### config.mk
export PLATFORM = sky130hd
export DESIGN_NAME = led_frame_tx
export DESIGN_NICKNAME = d
export VERILOG_FILES = /design/src/rtl/led_frame_tx.sv
export SDC_FILE = /design/constraint.sdc
export NUM_CORES = 1
export LEC_CHECK = 0
export ABC_AREA = 0
export ABC_CLOCK_PERIOD_IN_PS = 4750
export CAP_MARGIN = 20
export CORE_UTILIZATION = 50
export CTS_BUF_LIST = sky130_fd_sc_hd__clkbuf_8
export DETAILED_ROUTE_END_ITERATION = 12
export GPL_TIMING_DRIVEN = 0
export HOLD_SLACK_MARGIN = 0.1
export PLACE_DENSITY_LB_ADDON = 0.15
export SLEW_MARGIN = 0
export SYNTH_ARGS = -nofsm -noshare
export SYNTH_HDL_FRONTEND = slang
export SYNTH_SLANG_ARGS = --single-unit
### constraint.sdc
create_clock -name clk -period 4.75 [get_ports clk]
set_clock_uncertainty 0.1 [all_clocks]
set_input_delay 0.7125 -clock clk [delete_from_list [all_inputs] [get_ports clk]]
set_output_delay 0.7125 -clock clk [all_outputs]
set_load 0.005 [all_outputs]
### src/rtl/led_frame_tx.sv
// led_frame_tx: WS2812-style one-wire frame generator for the Pong LED chain.
// Sequences colour register load/rotate and times each bit on DataOut.
module led_frame_tx #(
  parameter int NUM_LEDS = 64,
  parameter int IDX_W    = 6,
  parameter int BIT_CYC  = 63,
  parameter int T0H_CYC  = 20,
  parameter int T1H_CYC  = 40,
  parameter int RES_CYC  = 2750
) (
  input  logic             clk,
  input  logic             reset,
  input  logic             start,
  input  logic [IDX_W-1:0] pos_p1,
  input  logic [IDX_W-1:0] pos_p2,
  input  logic [IDX_W-1:0] pos_p3,
  input  logic [IDX_W-1:0] pos_ball,
  input  logic             CurrentBit_1,
  input  logic             CurrentBit_2,
  input  logic             CurrentBit_3,
  input  logic             CurrentBit_b,
  output logic             LoadRegister,
  output logic             RotateRegisterLeft,
  output logic             DataOut,
  output logic             busy,
  output logic             frame_done
);

  localparam int CNT_MAX = (RES_CYC > BIT_CYC) ? RES_CYC : BIT_CYC;
  localparam int CNT_W   = $clog2(CNT_MAX + 1);

  localparam logic [CNT_W-1:0] BIT_LAST = CNT_W'(BIT_CYC - 1);
  localparam logic [CNT_W-1:0] RES_LAST = CNT_W'(RES_CYC - 1);
  localparam logic [CNT_W-1:0] T0H      = CNT_W'(T0H_CYC);
  localparam logic [CNT_W-1:0] T1H      = CNT_W'(T1H_CYC);
  localparam logic [IDX_W-1:0] LED_LAST = IDX_W'(NUM_LEDS - 1);

  typedef enum logic [1:0] {
    S_IDLE,
    S_LOAD,
    S_SEND,
    S_LATCH
  } state_e;

  state_e           state_q, state_d;
  logic [CNT_W-1:0] cnt_q, cnt_d;
  logic [4:0]       bit_cnt_q, bit_cnt_d;
  logic [IDX_W-1:0] led_q, led_d;
  logic             bit_q, bit_d;
  logic [IDX_W-1:0] p1_q, p1_d;
  logic [IDX_W-1:0] p2_q, p2_d;
  logic [IDX_W-1:0] p3_q, p3_d;
  logic [IDX_W-1:0] pb_q, pb_d;
  logic             sel_bit;

  // Ball wins over paddles; an index nobody occupies stays dark.
  always_comb begin
    sel_bit = 1'b0;
    if (led_q == pb_q) begin
      sel_bit = CurrentBit_b;
    end else if (led_q == p1_q) begin
      sel_bit = CurrentBit_1;
    end else if (led_q == p2_q) begin
      sel_bit = CurrentBit_2;
    end else if (led_q == p3_q) begin
      sel_bit = CurrentBit_3;
    end
  end

  always_comb begin
    state_d   = state_q;
    cnt_d     = cnt_q;
    bit_cnt_d = bit_cnt_q;
    led_d     = led_q;
    bit_d     = bit_q;
    p1_d      = p1_q;
    p2_d      = p2_q;
    p3_d      = p3_q;
    pb_d      = pb_q;
    unique case (state_q)
      S_IDLE: begin
        if (start) begin
          p1_d    = pos_p1;
          p2_d    = pos_p2;
          p3_d    = pos_p3;
          pb_d    = pos_ball;
          state_d = S_LOAD;
        end
      end
      S_LOAD: begin
        cnt_d     = '0;
        bit_cnt_d = '0;
        led_d     = '0;
        state_d   = S_SEND;
      end
      S_SEND: begin
        if (cnt_q == '0) begin
          bit_d = sel_bit;
        end
        if (cnt_q == BIT_LAST) begin
          cnt_d = '0;
          if (bit_cnt_q == 5'd23) begin
            bit_cnt_d = '0;
            if (led_q == LED_LAST) begin
              state_d = S_LATCH;
            end else begin
              led_d = led_q + 1'b1;
            end
          end else begin
            bit_cnt_d = bit_cnt_q + 1'b1;
          end
        end else begin
          cnt_d = cnt_q + 1'b1;
        end
      end
      S_LATCH: begin
        if (cnt_q == RES_LAST) begin
          cnt_d   = '0;
          state_d = S_IDLE;
        end else begin
          cnt_d = cnt_q + 1'b1;
        end
      end
      default: begin
        state_d = S_IDLE;
      end
    endcase
  end

  always_ff @(posedge clk) begin
    if (reset) begin
      state_q   <= S_IDLE;
      cnt_q     <= '0;
      bit_cnt_q <= '0;
      led_q     <= '0;
      bit_q     <= 1'b0;
      p1_q      <= '0;
      p2_q      <= '0;
      p3_q      <= '0;
      pb_q      <= '0;
    end else begin
      state_q   <= state_d;
      cnt_q     <= cnt_d;
      bit_cnt_q <= bit_cnt_d;
      led_q     <= led_d;
      bit_q     <= bit_d;
      p1_q      <= p1_d;
      p2_q      <= p2_d;
      p3_q      <= p3_d;
      pb_q      <= pb_d;
    end
  end

  // On cnt 0 bit_q is still stale, but both high times exceed zero.
  assign LoadRegister       = (state_q == S_LOAD);
  assign RotateRegisterLeft = (state_q == S_SEND) && (cnt_q == BIT_LAST);
  assign DataOut            = (state_q == S_SEND) &&
                              (cnt_q < (bit_q ? T1H : T0H));
  assign busy               = (state_q != S_IDLE);
  assign frame_done         = (state_q == S_LATCH) && (cnt_q == RES_LAST);

endmodule

==> run_results.csv, run 1 <==
group,metric,value,unit
synthesis,ys.flop_type,"dfxtp_1",
synthesis,synth.area.top_cells,"dfxtp_1 (37%), nand2_1 (9.0%), xnor2_1 (6.9%), ha_1 (6.6%), a21oi_1 (6.2%)",
worst_setup_path,arrival,2140,ps
synthesis,synth_edf_count,0,
clock_tree,clock_latency,310,ps
drt,wl_met2,2642,um
global_routing,grt_pass1_vias,2106,
drt,firstDrtPassIters,4,
synthesis,yosys.cell_types.count,45,
synthesis,yosysTopAreaCellShare,37.49,%
clock_tree,cts.clk_slew.worst_paths,110,ps
drt,route.vias.total,2324,
clock_tree,cts_max_path_buffers,2,
timing,slew_headroom,64.20,%
synthesis,synth-seq-cells,50,
pwr,leakagePower,1.178,nW
pwr,clockPowerShare,25.5,%
layout,nets,418,
worst_setup_path,critical_path_required,3940,ps
pwr,p_switching,0.4277,mW
synthesis,yosysTopAreaCell,"dfxtp_1",
floorplan,start_util,51.95,%
clock_tree,cts_tree,"done",
pwr,ir_drop,0.0002353,V
clock_tree,postCtsHoldBufs,0,
layout,diodes,0,
drt,met3_length,163,um
placement,io_buffers,35,
drt,wirelength_met1,2756,um
timing,max_freq,339.0,MHz
worst_setup_path,critPathMaxFanout,6,
pwr,comb_power_share,33.7,%
floorplan,die_w,75.08,um
synthesis,yosys_warnings,0,
layout,n_fill_cell,503,
drt,wirelength,5635,um
layout,multi_input_area,1543,um^2
floorplan,fp.dieArea,5636,um^2
drt,vias_per_cell,5.234,
status,status,"finished clean",
floorplan,core_area,5140,um^2
worst_setup_path,path_class,"flip-flop to output pin",
synthesis,ys_seq_area_share,37.49,%
placement,detailed_place_hpwl,4225,um
floorplan,ios,36,
timing,setup_viol,0,
run,timing.max_cap.violations,0,
drt,drt_iter0_drc,78,
timing,hold_violations,0,
layout,utilization,62.76,%
timing,period_share,62.10,%
clock_tree,root_buffer,"clkbuf_8",
clock_tree,htreeDepth,2,
pwr,swShare,34.62,%
global_routing,grt_overflow,0,
pwr,powerDensity,383.0,nW/um^2
timing,tns,0,ps
global_routing,grt_max_degree,18,
synthesis,async_flop_share,0,%
placement,gp_congestion,0.7807,
clock_tree,clock_sinks,50,
layout,layout-drive-gt1-share,5.882,%
pwr,intPower,0.8077,mW
drt,ant_nets,0,
pwr,pwr-share-seq,40.7,%
drt,drc_errors,0,
layout,seqCellArea,1001,um^2
synthesis,syn_area,2670,um^2
timing,fin_crit,2950,ps
worst_setup_path,start_kind,"flip-flop",
clock_tree,numCtsBuffers,5,
global_routing,antenna_found_initial,0,
worst_hold_path,hold_path_class,"flip-flop to flip-flop",
timing,tightest_slew,537.0,ps
worst_setup_path,worstSetupEndpointType,"output pin",
global_routing,grt_pass1_wl,9390,um
timing,drv_slew,0,
drt,top_layer,"met4",
floorplan,rows,26,
clock_tree,postCtsResizedCells,0,
clock_tree,postCtsSetupBuffers,0,
layout,synthToLayoutAreaGrowth,20.81,%
synthesis,syn_avg_cell_area,8.067,um^2
synthesis,synthCells,331,
synthesis,synth_nets,376,
global_routing,grt_use_total,21.89,%
floorplan,dieHeight,75.08,um
timing,rsz0062_at_grt,"no",
drt,wl_per_cell,12.69,um
==> routing by layer <==
| metal | up-vias | global-route usage, % |
|---|---|---|
| met5 | - | 0 |
| li1 | 1204 | - |
| met3 | 9 | 3.748 |
| met4 | 0 | 6.289 |
| met1 | 1072 | 28.22 |
| met2 | 39 | 37.54 |
==> cell usage after synthesis (2+ instances only) <==
cell and number:
nand3_1 10, o21ai_1 2, nand4b_1 2, nor2_1 21, or2_2 2, a21oi_1 33
xnor2_1 21, and2_1 4, and3_1 3, or4_1 2, or3_1 5, o21ai_0 6
ha_1 14, dfxtp_1 50, xor2_1 13, nand2_1 64, nand4_1 10, nor3_1 6
buf_4 4, a211oi_1 2, mux2i_1 4, nor4_1 3, clkbuf_1 13, inv_1 10
nand2b_1 4, buf_2 2, nor2b_1 2, and4_1 2
==> worst max-delay path, cell delays in order, from the launching register on <==
cell and delay [ps]:
dfxtp_1 370, nor3_1 390, nand3_1 260, nor2_1 270, clkdlybuf4s50_1 540
==> power by group through the flow <==
stage / Clock [mW] / Sequential (mW) / Combinational, mW
after floorplan: 0 / 0.504 / 0.292
final: 0.315 / 0.503 / 0.417
after detailed placement: 0 / 0.513 / 0.418
after global placement: 0 / 0.511 / 0.412
after CTS: 0.315 / 0.503 / 0.421
after global routing: 0.336 / 0.508 / 0.474
==> registers in the layout, summed over array words and instances, names as in the netlist <==
register	cells
p2_q	6
cnt_q	12
bit_q	1
bit_cnt_q	5
p3_q	6
led_q	6
pb_q	6
p1_q	6
state_q	2
==> per-stage QoR <==
stage / setup slack, ps / std cells / hold slack (ps) / instance area, um^2 / power (mW)
6_report: 1800 / 444 / 373.0 / 3226 / 1.235
5_1_grt: 1656 / 444 / 402.5 / 3226 / 1.319
4_1_cts: 1812 / 444 / 373.4 / 3226 / 1.239
3_5_place_dp: 2151 / 436 / 358.9 / 3108 / 0.9304
3_3_place_gp: 2136 / 436 / 354.4 / 3108 / 0.9230
2_1_floorplan: 2738 / 331 / 347.8 / 2670 / 0.7966
==> cell usage in the layout, fill, tap and decap left out, types with 5 or more instances in the layout <==
master           count
xnor2_1             21
nand3_1             10
nor2_1              21
inv_1               10
or3_1                5
clkbuf_8             5
nand2_1             64
clkbuf_1            13
ha_1                14
nand4_1             10
clkdlybuf4s50_1     35
a21oi_1             33
nor3_1               6
dfxtp_1             50
o21ai_0              6
xor2_1              13
==> cells by family after synthesis <==
group / count (synthesis) / share of synthesized area (%)
and+or+nand+nor: 143 / 25.68
AOI/OAI and AO/OA: 57 / 12.89
DFF: 50 / 37.49
xor gates and xnor gates: 34 / 11.15
buffers and inverters: 29 / 4.733
adders and majority gates: 14 / 6.561
muxes: 4 / 1.500
==> final cells by class <==
type	instances	share of cell area, %
tap	70	2.715
buffer	19	2.754
multi-input combinational	252	47.83
clock buffer	5	2.133
sequential	50	31.03
timing repair buffer	35	10.86
inverter	10	1.164
clock inverter	3	1.513
==> final timing paths <==
| kind | startpoint | end | slack [ps] | depth (start not counted) |
|---|---|---|---|---|
| min | p1_q[0]$_SDFFE_PP0P_ | p1_q[0]$_SDFFE_PP0P_ | 370 | 2 |
| max reg2reg | state_q[1]$_SDFFE_PP0P_ | p2_q[5]$_SDFFE_PP0P_ | 2590 | 8 |
| max | cnt_q[6]$_SDFFE_PP0P_ | RotateRegisterLeft | 1800 | 4 |
| min reg2reg | p1_q[0]$_SDFFE_PP0P_ | p1_q[0]$_SDFFE_PP0P_ | 370 | 2 |
Power figures use the tool's default switching activity.
==> inputs of run 2 (changes only) <==
--- a/config.mk
+++ b/config.mk
@@ -6,7 +6,7 @@
 export NUM_CORES = 1
 export LEC_CHECK = 0
 export ABC_AREA = 0
-export ABC_CLOCK_PERIOD_IN_PS = 4750
+export ABC_CLOCK_PERIOD_IN_PS = 2600
 export CAP_MARGIN = 20
 export CORE_UTILIZATION = 50
 export CTS_BUF_LIST = sky130_fd_sc_hd__clkbuf_8
==> constraint.sdc (replaced) <==
create_clock -name clk -period 2.6 [get_ports clk]
set_clock_uncertainty 0.1 [all_clocks]
set_input_delay 0.39 -clock clk [delete_from_list [all_inputs] [get_ports clk]]
set_output_delay 0.39 -clock clk [all_outputs]
set_load 0.005 [all_outputs]
==> run_results.csv, run 2 (same netlist as run 1, synthesis figures left out) <==
group,metric,value,unit
pwr,power,2.263,mW
layout,nets,418,
pwr,comb_power_share,33.8,%
layout,multi_input_area,1558,um^2
clock_tree,root_buffer,"clkbuf_8",
pwr,powerDensity,697.7,nW/um^2
pwr,p_switching,0.7871,mW
pwr,intPower,1.476,mW
layout,top_register,"cnt_q",
status,status,"finished clean",
floorplan,ios,36,
drt,ant_nets,0,
clock_tree,clock_latency,310,ps
worst_setup_path,path_buf_inv,2,
clock_tree,postCtsSetupBuffers,0,
timing,hold_violations,0,
clock_tree,cts_max_path_buffers,2,
timing,rsz0062_at_grt,"no",
global_routing,grt_max_degree,18,
clock_tree,numCtsBuffers,5,
clock_tree,postCtsHoldBufs,0,
timing,max_freq,409.5,MHz
worst_setup_path,slowest_delay,520,ps
worst_setup_path,crit_chain,"inv_1 -> ha_2 -> nand3_1 -> nor2_2 -> clkdlybuf4s50_1",
pwr,leakagePower,1.196,nW
worst_setup_path,path_class,"flip-flop to output pin",
pwr,pwr-share-seq,40.7,%
timing,tns,0,ps
global_routing,use_met2,37.54,%
global_routing,grt_use_total,21.89,%
run,timing.max_cap.violations,0,
drt,drc_errors,0,
drt,drt_iter0_drc,85,
drt,wl_per_cell,12.83,um
global_routing,grtUsageMet3,3.748,%
worst_setup_path,start_kind,"flip-flop",
worst_setup_path,rr_worst_depth,8,
placement,gp_congestion,0.7807,
global_routing,grt.busiest_layer,"met2",
worst_setup_path,worstSetupEndpointType,"output pin",
floorplan,core_area,5140,um^2
layout,seqCellArea,1001,um^2
worst_setup_path,crit_slowest_cell,"clkdlybuf4s50_1",
worst_setup_path,critPathMaxFanout,7,
clock_tree,htreeDepth,2,
drt,firstDrtPassIters,4,
layout,final_area,3243,um^2
layout,n_fill_cell,498,
pwr,ir_drop,0.0004305,V
worst_setup_path,critical-path-top-delay-family,"buffers and inverters",
global_routing,grt_pass1_wl,9390,um
floorplan,dieHeight,75.08,um
worst_hold_path,hold_path_class,"flip-flop to flip-flop",
drt,wirelength,5697,um
floorplan,die_w,75.08,um
pwr,clockPowerShare,25.5,%
placement,detailed_place_hpwl,4225,um
global_routing,use_met1,28.22,%
floorplan,start_util,51.95,%
worst_hold_path,hold_path_depth,2,
timing,fin_crit,2442,ps
layout,mostFrequentLayoutCell,"nand2_1",
global_routing,antenna_found_initial,0,
worst_setup_path,critical_path_required,2110,ps
clock_tree,cts.clk_slew.worst_paths,110,ps
placement,dpl-instance-area,3108,um^2
timing,slew_headroom,64.04,%
clock_tree,clock_sinks,50,
layout,utilization,63.10,%
placement,io_buffers,35,
timing,tightest_slew,539.4,ps
floorplan,fp.dieArea,5636,um^2
floorplan,rows,26,
layout,final_cell_mix,"nand2_1 (64), dfxtp_1 (50), clkdlybuf4s50_1 (34)",
timing,period_share,93.93,%
global_routing,grt_overflow,0,
layout,synthToLayoutAreaGrowth,21.46,%
layout,diodes,0,
layout,layout-drive-gt1-share,6.952,%
global_routing,grt_pass1_vias,2106,
clock_tree,cts_tree,"done",
layout,largest_register_ffs,12,
worst_setup_path,arrival,1950,ps
drt,vias_per_cell,5.232,
timing,setup_viol,0,
timing,drv_slew,0,
worst_setup_path,cp.depth,5,
pwr,swShare,34.79,%
drt,route.vias.total,2323,
run 2: path summary, 6_finish.rpt:
kind	start	endpoint	slack (ps)
worst max-delay path	state_q[0]$_SDFFE_PP0P_	RotateRegisterLeft	160
worst min register to register	p1_q[0]$_SDFFE_PP0P_	p1_q[0]$_SDFFE_PP0P_	370
worst max register to register	state_q[0]$_SDFFE_PP0P_	p2_q[5]$_SDFFE_PP0P_	420
worst min-delay path	p1_q[0]$_SDFFE_PP0P_	p1_q[0]$_SDFFE_PP0P_	370
run 2: what timing repair did:
item / 4_1_cts / 5_1_grt
setup endpoints to repair: 2 / 2
resized for setup: 1 / 4
pin swaps: 0 / 0
run 2: power by group through the flow:
stage / logic (mW) / registers, mW / clock network (mW)
global placement: 0.753 / 0.933 / 0
detailed placement: 0.763 / 0.937 / 0
CTS: 0.769 / 0.919 / 0.576
floorplan: 0.534 / 0.922 / 0
finish: 0.765 / 0.921 / 0.576
global route: 0.868 / 0.930 / 0.615
run 2: layout make-up:
| class | instances | share of cell area (%) |
|---|---|---|
| multi-input cells | 252 | 48.03 |
| inverters | 10 | 1.157 |
| clock inverters | 3 | 1.505 |
| clock buffers | 5 | 2.122 |
| flip-flops and latches | 50 | 30.86 |
| plain buffers | 19 | 2.739 |
| repair buffers | 35 | 10.88 |
| well taps | 70 | 2.701 |
run 2: stage by stage:
step / setup WS, ps / hold slack, ps / instances
3_3_place_gp: 308.1 / 354.4 / 436
6_report: 157.9 / 373.1 / 444
4_1_cts: 12.12 / 373.4 / 444
3_5_place_dp: 323.9 / 358.9 / 436
5_1_grt: 34.83 / 402.5 / 444
2_1_floorplan: 722.3 / 347.8 / 331
run 2: metal layers:
| layer | vias to the layer above | wire, um |
|---|---|---|
| met2 | 33 | 2678 |
| li1 | 1204 | - |
| met5 | - | 0 |
| met4 | 0 | 72 |
| met3 | 9 | 143 |
| met1 | 1077 | 2802 |
run 2: worst min-delay path: stages, from the launching register on:
cell,delay [ps]
dfxtp_1,330
nand2_1,50
a21oi_1,50
==> inputs of run 3 (changes only) <==
--- a/config.mk
+++ b/config.mk
@@ -11,7 +11,6 @@
 export CORE_UTILIZATION = 50
 export CTS_BUF_LIST = sky130_fd_sc_hd__clkbuf_8
 export DETAILED_ROUTE_END_ITERATION = 12
-export GPL_TIMING_DRIVEN = 0
 export HOLD_SLACK_MARGIN = 0.1
 export PLACE_DENSITY_LB_ADDON = 0.15
 export SLEW_MARGIN = 0
==> run_results.csv, run 3 (same netlist as run 1, synthesis figures left out) <==
group,metric,value,unit
clock_tree,clock_latency,310,ps
global_routing,grt_use_total,21.66,%
global_routing,grt_pass1_wl,9121,um
layout,top_register,"cnt_q",
drt,firstDrtPassIters,4,
timing,tns,0,ps
drt,wl_per_cell,12.94,um
placement,gp_congestion,0.7988,
worst_setup_path,slowest_delay,530,ps
clock_tree,root_buffer,"clkbuf_8",
floorplan,dieHeight,75.08,um
floorplan,rows,26,
timing,drv_slew,0,
drt,drc_errors,0,
worst_setup_path,start_kind,"flip-flop",
floorplan,ios,36,
layout,finalNonFillerCells,429,
drt,met3_length,168,um
drt,wirelength_met1,2688,um
drt,wirelength,5550,um
drt,route.vias.total,2259,
floorplan,die_w,75.08,um
run,timing.max_cap.violations,0,
worst_setup_path,critical-path-top-delay-family,"buffers and inverters",
worst_setup_path,crit_chain,"inv_1 -> ha_2 -> nand3_1 -> nor2_1 -> clkdlybuf4s50_1",
worst_setup_path,path_class,"flip-flop to output pin",
drt,top_layer,"met4",
global_routing,grt_max_degree,42,
pwr,leakagePower,1.156,nW
worst_setup_path,critPathMaxFanout,7,
clock_tree,postCtsResizedCells,0,
timing,slew_headroom,63.44,%
worst_setup_path,path_buf_inv,2,
layout,mostFrequentLayoutCell,"nand2_1",
pwr,ir_drop,0.0003959,V
placement,dp_cells,421,
status,status,"finished clean",
drt,drt_iter0_drc,99,
drt,ant_nets,0,
layout,nets,403,
clock_tree,clock_sinks,50,
placement,detailed_place_hpwl,4004,um
layout,diodes,0,
layout,synthToLayoutAreaGrowth,18.18,%
floorplan,core_area,5140,um^2
clock_tree,cts.clk_slew.worst_paths,90,ps
floorplan,fp.dieArea,5636,um^2
clock_tree,numCtsBuffers,5,
placement,io_buffers,35,
clock_tree,htreeDepth,2,
drt,vias_per_cell,5.266,
global_routing,antenna_found_initial,0,
timing,rsz0062_at_grt,"no",
global_routing,grt_pass1_vias,2011,
clock_tree,cts_tree,"done",
worst_setup_path,arrival,1960,ps
worst_setup_path,critical_path_required,2110,ps
drt,wl_met2,2614,um
timing,fin_crit,2449,ps
timing,max_freq,408.3,MHz
timing,tightest_slew,547.3,ps
floorplan,start_util,51.95,%
timing,period_share,94.21,%
layout,layout-drive-gt1-share,6.685,%
clock_tree,postCtsSetupBuffers,0,
global_routing,grt_overflow,0,
clock_tree,postCtsHoldBufs,0,
timing,hold_violations,0,
clock_tree,cts_max_path_buffers,2,
pwr,powerDensity,677.9,nW/um^2
layout,final_cell_mix,"nand2_1 (64), dfxtp_1 (49), clkdlybuf4s50_1 (34)",
timing,setup_viol,0,
worst_setup_path,worstSetupEndpointType,"output pin",
layout,largest_register_ffs,12,
worst_hold_path,hold_path_class,"flip-flop to flip-flop",
worst_setup_path,crit_slowest_cell,"clkdlybuf4s50_1",
run 3: final timing paths:
kind	from	to	slack, ps	cells after the start
min	p3_q[1]$_SDFFE_PP0P_	p3_q[1]$_SDFFE_PP0P_	370	2
min reg2reg	p3_q[1]$_SDFFE_PP0P_	p3_q[1]$_SDFFE_PP0P_	370	2
max	state_q[0]$_SDFFE_PP0P_	RotateRegisterLeft	150	5
max reg2reg	bit_cnt_q[0]$_SDFFE_PP0P_	led_q[3]$_SDFFE_PP0P_	420	6
run 3: per-layer routing:
layer | vias up | global-route usage (%)
li1 | 1176 | -
met1 | 1035 | 27.90
met2 | 40 | 36.64
met3 | 8 | 4.418
met4 | 0 | 6.289
met5 | - | 0
run 3: worst reg2reg max path, stage by stage, from the launching register on:
cell and delay [ps]:
dfxtp_1 380, ha_1 250, nand4b_1 270, a311oi_2 380, a21oi_2 170, or4_1 500
o21ai_1 80
run 3: per-stage QoR:
stage	hold slack, ps	utilization [%]	worst slack (ps)	instance area, um^2	total power, mW
2_1_floorplan	347.8	-	722.3	2670	1.455
3_5_place_dp	360.0	59.32	353.1	3049	1.703
5_1_grt	389.1	61.39	6.903	3156	2.303
4_1_cts	373.7	61.08	3.807	3139	2.165
6_report	372.2	61.39	150.5	3156	2.139
3_3_place_gp	355.4	59.32	350.5	3049	1.690
run 3: area by class of cell:
class | count | area, um^2
Clock buffer | 5 | 68.82
Inverter | 10 | 37.54
Clock inverter | 3 | 21.27
Timing Repair Buffer | 39 | 382.9
Fill cell | 491 | 1984
Sequential cell | 50 | 1002
Multi-Input combinational cell | 252 | 1555
Tap cell | 70 | 87.58
run 3: report_power, final:
part	switching, mW	internal, mW	total, mW
clock network	0.272	0.190	0.461
registers	0.0635	0.853	0.917
logic	0.429	0.332	0.761
total	0.764	1.37	2.14
